==> src/rtl/cam_pixel_capture.sv <==
// cam_pixel_capture: camera RGB565 byte stream to RGB444 frame-RAM writes, skipping settle frames after reset.
// Define CAP_LINE_CHECK_EN to add the per-line pixel count check on line_err.
module cam_pixel_capture #(
  parameter int H_ACTIVE    = 640,
  parameter int V_ACTIVE    = 480,
  parameter int SKIP_FRAMES = 2,
  parameter int ADDR_W      = 19
)(
  input  logic              clk,
  input  logic              rst,
  input  logic              vsync,
  input  logic              href,
  input  logic [7:0]        data,
  output logic [11:0]       f_data,
  output logic [ADDR_W-1:0] f_addr,
  output logic              out_en,
  output logic              frame_done,
  output logic              overflow,
  output logic              line_err
);
  localparam int PIX = H_ACTIVE * V_ACTIVE;
  localparam int SKW = SKIP_FRAMES > 0 ? $clog2(SKIP_FRAMES + 1) : 1;
  localparam logic [SKW-1:0]    SKIP_LAST = SKW'(SKIP_FRAMES > 0 ? SKIP_FRAMES - 1 : 0);
  localparam logic [ADDR_W-1:0] ADDR_LAST = ADDR_W'(PIX - 1);
  typedef enum logic [1:0] {SKIP, WAIT_VS, CAPTURE} state_t;
  state_t r_state, w_nxt;
  logic r_vs, r_vs_d, r_hr, r_phase, r_full;
  logic [7:0] r_d;
  logic [6:0] r_hi;
  logic [SKW-1:0] r_skip;
  logic w_vs_rise, w_vs_fall, w_cap, w_pix;
  assign w_vs_rise = r_vs & ~r_vs_d;
  assign w_vs_fall = ~r_vs & r_vs_d;
  assign w_cap     = r_state == CAPTURE;
  assign w_pix     = w_cap & r_hr & ~r_vs & r_phase;
  always_ff @(posedge clk or posedge rst)
    if (rst) r_state <= SKIP;
    else     r_state <= w_nxt;
  always_comb begin
    w_nxt = r_state;
    if (r_state == SKIP && (SKIP_FRAMES == 0 || (w_vs_rise && r_skip == SKIP_LAST))) w_nxt = WAIT_VS;
    if (r_state == WAIT_VS && w_vs_fall) w_nxt = CAPTURE;
    if (r_state == CAPTURE && w_vs_rise) w_nxt = WAIT_VS;
  end
  // Only the seven hi-byte bits that reach the RGB444 pixel are kept.
  always_ff @(posedge clk or posedge rst)
    if (rst) begin
      {r_vs, r_vs_d, r_hr, r_d, r_hi, r_phase, r_full, r_skip} <= '0;
      f_data     <= '0;
      f_addr     <= '0;
      out_en     <= 1'b0;
      frame_done <= 1'b0;
      overflow   <= 1'b0;
    end else begin
      r_vs       <= vsync;
      r_vs_d     <= r_vs;
      r_hr       <= href;
      r_d        <= data;
      out_en     <= 1'b0;
      frame_done <= w_cap & w_vs_rise;
      if (frame_done) overflow <= 1'b0;
      if (r_state == SKIP && w_vs_rise) r_skip <= r_skip + 1'b1;
      if (!w_cap) begin
        r_phase <= 1'b0;
        r_full  <= 1'b0;
        f_addr  <= '0;
      end else begin
        r_phase <= r_hr & ~r_vs & ~r_phase;
        if (!r_phase) r_hi <= {r_d[7:4], r_d[2:0]};
        if (w_pix && r_full) overflow <= 1'b1;
        if (w_pix && !r_full) begin
          out_en <= 1'b1;
          f_data <= {r_hi[6:3], r_hi[2:0], r_d[7], r_d[4:1]};
        end
        // Address advances the cycle after each write and parks on the last slot.
        if (out_en) begin
          if (f_addr == ADDR_LAST) r_full <= 1'b1;
          else                     f_addr <= f_addr + 1'b1;
        end
      end
    end
`ifdef CAP_LINE_CHECK_EN
  localparam int LW = $clog2(H_ACTIVE + 1);
  logic r_hr_d;
  logic [LW-1:0] r_lcnt;
  always_ff @(posedge clk or posedge rst)
    if (rst) begin
      r_hr_d   <= 1'b0;
      r_lcnt   <= '0;
      line_err <= 1'b0;
    end else begin
      r_hr_d <= r_hr;
      if (r_hr && !r_hr_d)                  r_lcnt <= '0;
      else if (w_pix && r_lcnt != {LW{1'b1}}) r_lcnt <= r_lcnt + 1'b1;
      if (w_vs_fall) line_err <= 1'b0;
      else if (w_cap && !r_vs && !r_hr && r_hr_d && r_lcnt != LW'(H_ACTIVE)) line_err <= 1'b1;
    end
`else
  assign line_err = 1'b0;
`endif
endmodule

==> config.mk <==
export PLATFORM = sky130hd
export DESIGN_NAME = cam_pixel_capture
export DESIGN_NICKNAME = d
export VERILOG_FILES = /design/src/rtl/cam_pixel_capture.sv
export SDC_FILE = /design/constraint.sdc
export NUM_CORES = 1
export LEC_CHECK = 0
export CAP_MARGIN = 20
export CORE_ASPECT_RATIO = 0.6
export CORE_MARGIN = 4
export CORE_UTILIZATION = 55
export DETAILED_ROUTE_END_ITERATION = 8
export GPL_TIMING_DRIVEN = 0
export PLACE_DENSITY = 0.85
export SETUP_SLACK_MARGIN = 0.15
export SYNTH_ARGS = -nofsm -noshare
export SYNTH_HDL_FRONTEND = slang
export SYNTH_SLANG_ARGS = --single-unit
export TNS_END_PERCENT = 50
==> constraint.sdc <==
create_clock -name clk -period 5.74 [get_ports clk]
set_clock_uncertainty 0.1 [all_clocks]
set_input_delay 1.435 -clock clk [delete_from_list [all_inputs] [get_ports clk]]
set_output_delay 1.435 -clock clk [all_outputs]
set_load 0.02 [all_outputs]
Word-level counts from Yosys, hierarchy flattened
Cells that the tools add are included.
{"block": "classes", "n_eq_ne": 7, "div_mod_pow": 0, "n_bitwise": 11, "multipliers": 0, "addsub": 2, "n_mux": 15, "reduce_logical": 14, "order_cmp": 0, "shifts": 0}
{"op": "$mux 19", "count": 3}
{"op": "$add 19x1->19 const B", "count": 1}
{"op": "$eq 19x19->1 const B", "count": 1}
{"op": "$mux 1", "count": 9}
{"op": "$and 1x1->1", "count": 8}
{"op": "$reduce_and 2->1", "count": 4}
{"op": "$logic_and 1x1->1", "count": 7}
{"op": "$mux 2", "count": 3}
{"op": "$eq 2x1->1 const B", "count": 2}
{"op": "$ne 2x2->1 const B", "count": 2}
{"op": "$not 1->1", "count": 3}
{"op": "$reduce_bool 3->1", "count": 1}
{"op": "$add 2x1->2 const B", "count": 1}
{"op": "$eq 2x2->1 const B", "count": 1}
{"op": "$logic_not 2->1", "count": 1}
{"op": "$ne 2x1->1 const B", "count": 1}
{"op": "$logic_not 1->1", "count": 1}
{"block": "totals", "elab_cells": 63, "regBits": 58, "latchBits": 0, "memories": 0, "mem_bits_ro": 0, "ramBits": 0}

Depth between registers and ports, before layout
Gate-level depths: netlist of the first run.
{"block": "depth", "depth_word": 7, "depth_mapped": 6, "mapped_depth_nobuf": 6}

Worst setup path after synthesis of the first run
Ideal clock, no wire load.
{"block": "synth_path", "path_type": "register to register", "from": "register f_addr[0]", "to": "register f_addr[0]", "slack_ns": 3.584, "path_stages_with_launch": 7, "period_less_slack_ns": 2.156, "arrival_ns": 1.935, "required_ns": 5.518, "cell_sequence": "dfrtp_1 ha_1 nor4bb_1 nand3_2 or2_2 clkbuf_1 a32o_1"}
{"block": "synth_between", "elab_chain_cells": 4, "elab_cells_between_ends": 7}
{"item": "start, declared", "line": "15", "text": "output logic [ADDR_W-1:0] f_addr,"}
{"item": "start signal, assigned", "line": "78", "text": "else f_addr <= f_addr + 1'b1;"}
{"item": "$add 19x1->19", "line": "78"}
{"item": "$mux 19", "line": "77", "text": "if (f_addr == ADDR_LAST) r_full <= 1'b1;"}
{"item": "$mux 19", "line": "76", "text": "if (out_en) begin"}
{"item": "$mux 19", "line": "63", "text": "if (!w_cap) begin"}
Several ways; a longest one is shown, not always the timed one. The select of a mux whose other input is x is not followed.
A chain may end at the register's enable or synchronous reset.

Worst setup path in the final report of the first run
{"block": "layout_path", "from": "register f_addr[2]", "to": "output port f_addr[2]"}
No word-level cell between the ends.

==> results.yml, run 1 <==
status:
  outcome: "completed"
synth:
  synth-seq-cells: 58
  synth_most_common_cell: "dfrtp_1"
  synth_fp_nets: 225
  synth.top_cell.area_share_pct: 58.4
  synth-edff-count: 0
  synthTopCellsByArea: "dfrtp_1, mux2_2, nand2_1, nand4_1, o21ai_0"
  synth_area_per_cell_sq_um: 11.8
  synth_commonest_cells: "dfrtp_1, mux2_2, nand2_1"
  ys_seq_area_share_pct: 58.4
  syn_area_sq_um: 2490
  synth_top_cell_by_area: "dfrtp_1"
  yosysWarnings: 0
  synth_cells: 211
  synthDistinctLibCells: 48
  ys.flop_type: "dfrtp_1"
  async_flop_share_pct: 100
worst_setup_path:
  cpLargestDelayFamily: "buffers and inverters"
  slowest_delay_ns: 0.66
  cp-start-kind: "flip-flop"
  cp_num_buf_inv: 1
  cp_slowest_cell: "clkdlybuf4s50_1"
  critPathMaxFanout: 8
  worstPathRequired_ns: 4.20
  cp_cell_sequence: "clkdlybuf4s50_1"
  worst-r2r-setup-slack_ns: 3.35
  crit_arrival_ns: 1.50
  cp-end-kind: "output port"
  crit_type: "reg -> out"
finish:
  drive_gt1_share_pct: 17.6
  syn_to_final_growth_pct: 30.7
  n_antenna_cell: 0
  nets: 282
  fillerInstances: 299
  fin_cells: 332
  fin_area_sq_um: 3250
job:
  drv_cap: 0
placement:
  dp.cells: 317
  place.detailed.hpwl_microns: 3580
  port_buffers: 45
  place_area_sq_um: 3030
  gp_congestion: 0.906
timing:
  min_period_ns: 3.03
  worst_pin_slew_ns: 0.544
  hold_viol: 0
  slew_headroom_pct: 63.7
  setup_viol: 0
  min_period_over_period_pct: 52.8
  setup-tns-final_ns: 0
  rsz0062_at_grt: "false"
  fmax_mhz: 330
  slew_violations: 0
clocking:
  post_cts_buffers: 0
  cts_buffer_depth: 2
  cts_root_buffer: "clkbuf_8"
  htree_levels: 3
  postCtsResizedCells: 0
  clock_latency_ns: 0.34
  path_clk_slew_ns: 0.06
  cts_tree: "yes"
  ctsHoldBuffers: 0
  cts.sinks: 58
  cts_buffers: 9
hold_path:
  hp-class: "reg -> reg"
routing:
  vias_per_cell: 5.71
  drt_pass1_iterations: 5
  avgRoutedWirePerCell_microns: 15.5
  num_vias: 1895
  drc: 0
  drt_iter0_drc: 124
  drtAntennaViolNets: 0
  wl_microns: 5160
die:
  start_util_pct: 58.7
  rows: 18
  die_h_microns: 60.1
  die_w_microns: 94.8
  core_area_sq_um: 4230
  ioPinCount: 47
  die_area_sq_um: 5700
grt:
  grt_pass1_vias: 1868
  grtUsageTotal_pct: 21.3
  antenna_found_initial: 0
  grt_max_degree: 46
  grt_pass1_wl_microns: 8910
  grt_overflow: 0
power:
  power_density_nw_per_um2: 360
  p_leak_nw: 1.46
  worst_ir_drop_vdd_uv: 240
  fin_total_pwr_w: 0.00117
==> layout make-up <==
type / count / area [sq um] / area share, %
Buffer: 9 / 47.5 / 1.46
Clock buffer: 13 / 159 / 4.89
Clock inverter: 2 / 60.1 / 1.85
Inverter: 7 / 26.3 / 0.808
Multi-Input combinational cell: 137 / 962 / 29.6
Sequential cell: 58 / 1450 / 44.6
Tap cell: 60 / 75.1 / 2.31
Timing Repair Buffer: 46 / 470 / 14.5
==> logic make-up after synthesis <==
group | Yosys count | share of synthesized area, %
flops | 58 | 58.4
fa+ha+maj | 2 | 1.01
compound gates | 31 | 8.50
xor+xnor | 4 | 1.41
mux | 22 | 9.81
simple gates | 77 | 17.8
other cells | 1 | 0.151
buf+inv | 16 | 2.97
==> cell usage in the layout (no fill, tap or decap), types with 2 or more instances in the layout <==
cell type | Yosys | final
bufinv_16 | 0 | 2
nor3_1 | 5 | 5
clkbuf_8 | 0 | 11
dfrtp_1 | 58 | 58
nor2_1 | 12 | 12
o211ai_1 | 2 | 2
o22ai_1 | 4 | 4
clkdlybuf4s50_1 | 0 | 45
clkbuf_1 | 5 | 7
and4_1 | 3 | 3
xor2_1 | 3 | 3
a21o_1 | 3 | 3
o21ai_0 | 9 | 9
a21oi_1 | 3 | 3
and2_1 | 3 | 3
nand3_1 | 6 | 6
nand4_1 | 8 | 8
mux2_2 | 19 | 19
nand2b_1 | 3 | 3
inv_1 | 7 | 6
and3_1 | 2 | 2
a22o_1 | 2 | 2
a32o_1 | 2 | 2
nand2_1 | 15 | 15
or4_1 | 3 | 3
nand4b_1 | 2 | 2
nor4bb_1 | 2 | 2
mux2i_1 | 3 | 3
nor4_1 | 2 | 2
ha_1 | 2 | 2
nor2b_1 | 3 | 3
==> power breakdown <==
part           internal [W]  total, W  switching [W]
Combinational      0.000120  0.000250       0.000130
Clock              0.000266  0.000414       0.000148
Sequential         0.000471  0.000507      0.0000357
==> layer usage <==
layer	share of wire [%]	vias to the layer above	routed length [microns]	GRT usage, %
met5	0	-	0	0
met1	48	913	2470	30.0
li1	-	878	-	-
met3	8.5	9	437	9.43
met4	1.4	0	72	8.01
met2	42	95	2170	29.0
==> flip-flops by register name (all words and copies together) (netlist names), 2 cells and up <==
register,cells
r_state,2
r_d,8
r_skip,2
f_data,12
f_addr,19
r_hi,7
==> path summary, 6_finish.rpt <==
path,startpoint,end,cells past startpoint
min reg2reg,r_vs,r_vs_d,0
min in group asynchronous,rst,f_addr[7],2
min,r_vs,r_vs_d,0
max,f_addr[2],f_addr[2],1
max in group asynchronous,rst,r_skip[1],3
max reg2reg,f_addr[0],f_addr[0],6
==> stage by stage <==
stage               hold WS (ns)  util, %  setup slack (ns)
finish                     0.339     76.8              2.71
global route               0.362     76.8              2.63
CTS                        0.342     76.8              2.69
detailed placement         0.333     71.6              3.07
global placement           0.321     71.2              1.83
floorplan                  0.296        -              2.78
(Power assumes the default switching activity.)
==> inputs of run 2 (changes only) <==
CORE_UTILIZATION = 51   (was 55)
PLACE_DENSITY = 0.79   (was 0.85)
clock period = 2.95 ns   (was 5.74 ns; I/O delays follow)
==> results.yml, run 2 (synthesis gave the netlist of run 1 again) <==
finish:
  drive_gt1_share_pct: 18.7
  mostFrequentLayoutCells: "dfrtp_1, clkdlybuf4s50_1, mux2_2, nand2_1, nor2_1"
  syn_to_final_growth_pct: 31.2
  top_register: "f_addr"
  largest_reg_flops: 19
  n_antenna_cell: 0
  final_common_cell: "dfrtp_1"
  fillerInstances: 336
  multi_input_area_sq_um: 962
  regArea_sq_um: 1450
  nets: 282
  largestRegisters: "f_addr (19), f_data (12), r_d (8)"
timing:
  min_period_ns: 2.34
  min_period_over_period_pct: 79.4
  slew_headroom_pct: 64.7
  worst_pin_slew_ns: 0.530
  fin_ws_ns: 0.606
  hold_viol: 0
  slew_violations: 0
  setup_viol: 0
  fmax_mhz: 427
  rsz0062_at_grt: "false"
  holdWs_ns: 0.335
placement:
  port_buffers: 45
  dpl_worst_slack_ns: 0.650
  gp_congestion: 0.863
  place.detailed.hpwl_microns: 3540
clocking:
  cts_tree: "yes"
  post_cts_buffers: 0
  cts.sinks: 58
  htree_levels: 3
  clock_latency_ns: 0.34
  cts_root_buffer: "clkbuf_8"
  cts_buffers: 9
  ctsHoldBuffers: 0
  cts_buffer_depth: 2
  path_clk_slew_ns: 0.07
  postCtsResizedCells: 0
hold_path:
  hp-class: "reg -> reg"
  hold_depth: 0
  hold_end: "r_vs_d"
  hp-start: "r_vs"
routing:
  drt_iter0_drc: 147
  drc: 0
  wl_microns: 5090
  num_vias: 1844
  drtAntennaViolNets: 0
  avgRoutedWirePerCell_microns: 15.1
  drt_pass1_iterations: 4
  vias_per_cell: 5.49
power:
  pwr-share-clk_pct: 36.0
  p_int_w: 0.00165
  power_density_nw_per_um2: 705
  worst_ir_drop_vdd_uv: 469
  p_seq_share_pct: 42.8
  power.share.combinational_pct: 21.2
  p_sw_w: 0.000653
  p_leak_nw: 1.46
  switching_share_pct: 28.4
worst_setup_path:
  critPathMaxFanout: 8
  cp_num_buf_inv: 1
  slowest_delay_ns: 0.67
  crit_arrival_ns: 1.51
  rr_endpoint: "f_addr[0]"
  cp_slowest_cell: "clkdlybuf4s50_1"
  cp-end-kind: "output port"
  cpLargestDelayFamily: "buffers and inverters"
  worstPathRequired_ns: 2.11
  cp_cell_sequence: "clkdlybuf4s50_1"
  cp-start-kind: "flip-flop"
  rr_startpoint: "f_addr[0]"
  cp_num_cells: 1
  worst-r2r-setup-slack_ns: 0.62
  worstRegToRegCells: 6
  crit_type: "reg -> out"
job:
  drv_cap: 0
grt:
  grt_max_degree: 45
  grt_pass1_wl_microns: 8500
  grtUsageTotal_pct: 18.6
  grt_pass1_vias: 1733
  antenna_found_initial: 0
  grt_overflow: 0
die:
  ioPinCount: 47
  start_util_pct: 53.7
  die_w_microns: 98.2
  die_area_sq_um: 6100
  rows: 19
  die_h_microns: 62.1
  core_area_sq_um: 4640
status:
  outcome: "completed"
## run 2: worst max path at each step
stage                     startpoint        end
after floorplan                  rst  f_addr[0]
after global placement           rst  r_skip[1]
after detailed placement   f_addr[0]  f_addr[0]
after CTS                  f_addr[6]  f_addr[6]
after global routing       f_addr[0]  f_addr[0]
final                      f_addr[6]  f_addr[6]
## run 2: per-stage QoR
step | total power [W] | utilization (%) | TNS (ns) | instances | cell area, sq um
floorplan | 0.00132 | - | 0 | 211 | 2490
global placement | 0.00147 | 65.1 | -16.88 | 319 | 3020
detailed placement | 0.00149 | 65.5 | 0 | 320 | 3040
CTS | 0.00233 | 70.4 | 0 | 336 | 3260
global route | 0.00244 | 70.4 | 0 | 336 | 3260
finish | 0.00230 | 70.4 | 0 | 336 | 3260
## run 2: area by class of cell
| cell class | count | share of cell area, % |
|---|---|---|
| Sequential cell | 58 | 44.5 |
| Multi-Input combinational cell | 137 | 29.5 |
| Timing Repair Buffer | 46 | 14.4 |
| Clock buffer | 10 | 4.22 |
| Clock inverter | 6 | 2.72 |
| Tap cell | 63 | 2.42 |
| Buffer | 9 | 1.46 |
| Inverter | 7 | 0.805 |
## run 2: layer usage
layer / vias up / routed length, microns / GRT usage [%]
met5: - / 0 / 0
met4: 0 / 51 / 5.25
met3: 6 / 439 / 9.03
met2: 69 / 2160 / 25.5
met1: 882 / 2440 / 26.4
li1: 887 / - / -
## run 2: power by group through the flow
stage	registers [W]	clock network [W]	logic [W]
global placement	0.000995	0	0.000471
detailed placement	0.000998	0	0.000491
finish	0.000985	0.000828	0.000489
floorplan	0.00102	0	0.000292
global route	0.000998	0.000895	0.000545
CTS	0.000985	0.000846	0.000496
